## src/rtl/uart_rx_cfg.sv

```systemverilog
// uart_rx_cfg: configurable UART receiver with 3-sample majority voting and a valid/ready word holding register
module uart_rx_cfg #(
  parameter int CLK_FREQ   = 100_000_000,
  parameter int BAUD       = 115200,
  parameter int DATA_BITS  = 8,
  parameter int PARITY     = 0,
  parameter int STOP_BITS  = 1,
  parameter int OVERSAMPLE = 16,
  parameter int TICK_DIV   = CLK_FREQ / (BAUD * OVERSAMPLE)
) (
  input  logic                 clk,
  input  logic                 rst,
  input  logic                 rx_in,
  output logic [DATA_BITS-1:0] data_out,
  output logic                 valid,
  input  logic                 ready,
  output logic                 parity_err,
  output logic                 framing_err,
  output logic                 overrun
);
  localparam int DW = TICK_DIV > 1 ? $clog2(TICK_DIV) : 1;
  localparam int OW = $clog2(OVERSAMPLE);
  localparam int CW = $clog2(DATA_BITS);
  localparam logic [DW-1:0] DIV_LAST = DW'(TICK_DIV - 1);
  localparam logic [OW-1:0] OS_LAST = OW'(OVERSAMPLE - 1);
  localparam logic [OW-1:0] OS_S0 = OW'(OVERSAMPLE / 2 - 1);
  localparam logic [OW-1:0] OS_S1 = OW'(OVERSAMPLE / 2);
  localparam logic [OW-1:0] OS_S2 = OW'(OVERSAMPLE / 2 + 1);
  localparam logic [CW-1:0] DATA_LAST = CW'(DATA_BITS - 1);
  localparam logic [CW-1:0] STOP_LAST = CW'(STOP_BITS - 1);
  localparam logic PAR_ODD = PARITY == 1;
  typedef enum logic [2:0] {S_IDLE, S_START, S_DATA, S_PARITY, S_STOP} state_t;
  state_t state_q, state_d;
  logic [1:0] sync_q, sync_d;
  logic [DW-1:0] div_q, div_d;
  logic [OW-1:0] os_q, os_d;
  logic [CW-1:0] cnt_q, cnt_d;
  logic [1:0] smp_q, smp_d;
  logic [DATA_BITS-1:0] sh_q, sh_d, data_q, data_d;
  logic perr_q, perr_d, ferr_q, ferr_d, any_q, any_d, brk_q, brk_d;
  logic valid_q, valid_d, pe_q, pe_d, fe_q, fe_d, ovr_q, ovr_d;
  logic rxs, tick, end_bit, decide, maj, done, load;
  assign rxs = sync_q[1];
  assign tick = div_q == DIV_LAST;
  assign end_bit = tick && os_q == OS_LAST;
  assign decide = tick && os_q == OS_S2;
  assign maj = (smp_q[0] & smp_q[1]) | (rxs & (smp_q[0] | smp_q[1]));
  assign done = state_q == S_STOP && decide && cnt_q == STOP_LAST;
  always_comb begin
    sync_d = {sync_q[0], rx_in};
    state_d = state_q;
    div_d = tick ? '0 : div_q + 1'b1;
    os_d = end_bit ? '0 : tick ? os_q + 1'b1 : os_q;
    cnt_d = cnt_q;
    smp_d = smp_q;
    sh_d = sh_q;
    perr_d = perr_q;
    ferr_d = ferr_q;
    any_d = any_q;
    brk_d = brk_q;
    if (tick && os_q == OS_S0) smp_d[0] = rxs;
    if (tick && os_q == OS_S1) smp_d[1] = rxs;
    case (state_q)
      S_IDLE: begin
        cnt_d = '0;
        perr_d = 1'b0;
        ferr_d = 1'b0;
        any_d = 1'b0;
        if (brk_q) brk_d = ~rxs;
        else if (!rxs) state_d = S_START;
      end
      S_START: begin
        if (decide && maj) state_d = S_IDLE;
        else if (end_bit) state_d = S_DATA;
      end
      S_DATA: begin
        if (decide) begin
          sh_d = {maj, sh_q[DATA_BITS-1:1]};
          any_d = any_q | maj;
        end
        if (end_bit) begin
          cnt_d = cnt_q == DATA_LAST ? '0 : cnt_q + 1'b1;
          if (cnt_q == DATA_LAST) state_d = PARITY != 0 ? S_PARITY : S_STOP;
        end
      end
      S_PARITY: begin
        if (decide) begin
          perr_d = (^sh_q ^ maj) != PAR_ODD;
          any_d = any_q | maj;
        end
        if (end_bit) state_d = S_STOP;
      end
      S_STOP: begin
        if (decide) ferr_d = ferr_q | ~maj;
        // leave at the last stop-bit decision so a back-to-back start edge is seen
        if (done) begin
          state_d = S_IDLE;
          brk_d = ~(any_q | maj);
        end else if (end_bit) cnt_d = cnt_q + 1'b1;
      end
      default: state_d = S_IDLE;
    endcase
    if (state_q == S_IDLE || state_d == S_IDLE) begin
      div_d = '0;
      os_d = '0;
    end
    load = done && (!valid_q || ready);
    data_d = load ? sh_q : data_q;
    pe_d = load ? perr_q : pe_q;
    fe_d = load ? ferr_d : fe_q;
    valid_d = load | (valid_q & ~ready);
    ovr_d = done & ~load;
  end
  always_ff @(posedge clk or posedge rst) begin
    if (rst) begin
      sync_q <= 2'b11;
      state_q <= S_IDLE;
      div_q <= '0;
      os_q <= '0;
      cnt_q <= '0;
      smp_q <= '0;
      sh_q <= '0;
      perr_q <= 1'b0;
      ferr_q <= 1'b0;
      any_q <= 1'b0;
      brk_q <= 1'b0;
      data_q <= '0;
      valid_q <= 1'b0;
      pe_q <= 1'b0;
      fe_q <= 1'b0;
      ovr_q <= 1'b0;
    end else begin
      sync_q <= sync_d;
      state_q <= state_d;
      div_q <= div_d;
      os_q <= os_d;
      cnt_q <= cnt_d;
      smp_q <= smp_d;
      sh_q <= sh_d;
      perr_q <= perr_d;
      ferr_q <= ferr_d;
      any_q <= any_d;
      brk_q <= brk_d;
      data_q <= data_d;
      valid_q <= valid_d;
      pe_q <= pe_d;
      fe_q <= fe_d;
      ovr_q <= ovr_d;
    end
  end
  assign data_out = data_q;
  assign valid = valid_q;
  assign parity_err = pe_q;
  assign framing_err = fe_q;
  assign overrun = ovr_q;
endmodule

```

## config.mk

```make
export PLATFORM = sky130hd
export DESIGN_NAME = uart_rx_cfg
export DESIGN_NICKNAME = d
export VERILOG_FILES = /design/src/rtl/uart_rx_cfg.sv
export SDC_FILE = /design/constraint.sdc
export NUM_CORES = 1
export LEC_CHECK = 0
export CAP_MARGIN = 20
export CORE_ASPECT_RATIO = 0.9
export CORE_MARGIN = 5
export CORE_UTILIZATION = 33
export CTS_CLUSTER_DIAMETER = 100
export CTS_CLUSTER_SIZE = 8
export DETAILED_ROUTE_END_ITERATION = 8
export GPL_TIMING_DRIVEN = 0
export RECOVER_POWER = 50
export SYNTH_ARGS = -nofsm -noshare
export SYNTH_HDL_FRONTEND = slang
export SYNTH_SLANG_ARGS = --single-unit
```

## constraint.sdc

```tcl
create_clock -name clk -period 1.74 [get_ports clk]
set_input_delay 0.174 -clock clk [delete_from_list [all_inputs] [get_ports clk]]
set_output_delay 0.174 -clock clk [all_outputs]
set_load 0.005 [all_outputs]
```

==> flow_metrics.tcl <==
set metrics [dict create \
    worst_slew_pin_slew_ps 666.2 \
    critical_path.top_delay_family "simple AND/OR/NAND/NOR gates" \
    crit_type "reg2reg" \
    die-area_um2 8303 \
    min_period_ps 1820 \
    required_ps 1930 \
    cts_tree "yes" \
    setup_ws_ps -80.49 \
    insertion_delay_ps 300 \
    syn_area_per_cell_um2 11.55 \
    fin_crit_sh 1.046 \
    fin_util 0.4405 \
    gp_congestion 0.7814 \
    start_kind "flip-flop" \
    viasPerCell 4.829 \
    arrival_ps 2010 \
    endpoint_kind "flip-flop" \
    violations "negative setup slack" \
    drcViolationCount 0 \
    synthTopCellsByArea "dfrtp_1 48%, mux2_2 9.9%, ha_1 4.6%, xnor2_1 3.2%, dfstp_2 2.4%" \
    io_pins 16 \
    finalHoldViolCount 0 \
    hold_path_class "reg2reg" \
    path_max_fanout 7 \
    ir_drop_mv 0.3079 \
    cts_buffer_depth 2 \
    place_inst 294 \
    num_rows 28 \
    syn_inst 188 \
    netlist_area_um2 2171 \
    synth_common_cells "42 x dfrtp_1, 19 x mux2_2, 14 x nor2_1" \
    cts_max_level 2 \
    core-area_um2 6481 \
    synthFlopType "dfrtp_1" \
    nets 237 \
    leakagePower_nw 1.319 \
    grt_use_total 0.1136 \
    cp_slowest_cell "or3b_4" \
    areaGrowthSynthToFinish_pct 31.53 \
    holdWs_ps 361.3 \
    start_util 0.3349 \
    run_status "finished, violations left" \
    crit_chain "inv_1, ha_2, and4b_1, buf_6, nand3_2, or3b_4, mux2_4" \
    cts.sinks 44 \
    grt_pass1_wl_mm 7.348 \
    cts_buffers 5 \
    wl_mm 4.530 \
    diodes 0 \
    firstDrtPassIters 4 \
    grt-ovfl-total 0 \
    rsz0062_at_grt "yes" \
    synth_nets 200 \
    grt_pass1_vias 1511 \
    synth_top_area_share 0.4841 \
    fin_worst_skew_ps 10.74 \
    grt_start_max_net_pins 28 \
    synth.most_common_cell "dfrtp_1" \
    finalMaxSlewViolations 0 \
    die_w_um 95.50 \
    die_h_um 86.95 \
    critPathBufInv 2 \
    synth_cell_types 50 \
    drt_iter0_markers 98 \
    finalSetupViolCount 24 \
    ys_seq_area_frac 0.5084 \
    finalPower_mw 2.149 \
    antenna_found_initial 0 \
    dr_total_vias 1526 \
    clk_root_buffer_cell "clkbuf_8" \
    wl_per_cell_um 14.34 \
    ys_ff_latch 44 \
    async_reset_ff_frac 1.000 \
    portBuffers 15 \
    p_per_area_nw_per_um2 752.5 \
    clkTransAtPathRegs_ps 90 \
    relSlewSlack 0.5554 \
    yosysWarningCount 0 \
    synth_edf_count 0 \
    cap_violations 0 \
    drive_above_1_share 0.3142 \
    dpl.hpwl_mm 2.829 \
    cp_slowest_stage_delay_ps 390 \
    yosysTopAreaCell "dfrtp_1" \
    final_cells 316 \
    fmax_mhz 549.3 \
    ant_nets 0 \
]
## worst paths after layout
check	startpoint	end	slack, ps	cells past startpoint
setup reg to reg	div_q[1]$_DFF_PP0_	smp_q[0]$_DFFE_PP0P_	-80	7
hold / removal	sync_q[0]$_DFF_PP1_	sync_q[1]$_DFF_PP1_	360	0
max in group asynchronous	rst	sh_q[4]$_DFFE_PP0P_	300	3
hold reg to reg	sync_q[0]$_DFF_PP1_	sync_q[1]$_DFF_PP1_	360	0
min in group asynchronous	rst	os_q[1]$_DFFE_PP0P_	400	2
setup / recovery	div_q[1]$_DFF_PP0_	smp_q[0]$_DFFE_PP0P_	-80	7
## cells in the final DEF, fill, tap and decap left out, drive strengths merged, types with 2 or more instances in the layout
master,instances
a211o,2
a21oi,9
a31oi,2
a41oi,2
and2,3
and4b,3
buf,17
bufinv,3
clkbuf,8
clkdlybuf4s50,13
dfrtp,42
dfstp,2
dlygate4sd3,2
ha,8
inv,13
mux2,20
nand2,9
nand2b,4
nand3,6
nor2,14
nor3,3
nor3b,2
o21ai,6
o31ai,2
or3,2
xnor2,8
xor2,3
## area by class of cell
class / instances / area (um^2)
fillers: 608 / 3626
multi-input cells: 126 / 1130
flip-flops and latches: 44 / 1105
repair buffers: 30 / 272.8
well taps: 90 / 112.6
clock inverters: 3 / 90.09
clock buffers: 5 / 68.82
inverters: 13 / 48.80
plain buffers: 5 / 27.53
## state kept, by name, indices dropped and copies added (netlist names)
| name | flops |
|---|---|
| sh_q | 8 |
| div_q | 6 |
| framing_err | 1 |
| data_out | 8 |
| valid | 1 |
| perr_q | 1 |
| any_q | 1 |
| cnt_q | 3 |
| brk_q | 1 |
| sync_q | 2 |
| overrun | 1 |
| state_q | 3 |
| smp_q | 2 |
| os_q | 4 |
| parity_err | 1 |
| ferr_q | 1 |
## cell families after synthesis
family	share of synthesized area
xor+xnor	0.05476
fa+ha+maj	0.05072
flops	0.5084
mux	0.1101
simple gates	0.1401
buf+inv	0.03862
compound gates	0.09741
## what timing repair did
item,4_1_cts,5_1_grt
gates cloned,1,0
resized for setup,20,13
hold buffers,0,0
buffers inserted,9,5
pin swaps,5,8
setup endpoints to repair,27,34
## through the flow
stage	TNS, ps	cell area [um^2]	worst slack (ps)
floorplan	0	2175	7.291
global placement	-23640	2437	-449.8
detailed placement	-5071	2457	-329.6
CTS	-585.3	2773	-66.64
global route	-3565	2855	-155.1
finish	-908.3	2855	-80.49
## worst register-to-register path: cells and delay by family, from the launching register on
kind                     cells  cell delay [ps]
multiplexers                 1              300
flip-flops                   1              380
buffers and inverters        2              190
adder cells (fa/ha/maj)      1              160
AND/OR/NAND/NOR              3              690
## layer usage
metal  wire [um]  global-route usage  share of wire
met1        2259              0.1640           0.50
met2        2093              0.1723           0.46
met3         120             0.02161          0.026
met4          57             0.03488          0.013
met5           0                   0              0
## power by group
group          total [mW]  switching [mW]  internal (mW)
registers            1.03         0.00267           1.03
clock network        1.09           0.375          0.718
logic              0.0272          0.0201        0.00711
No activity file was read; power rests on OpenSTA's default activity.
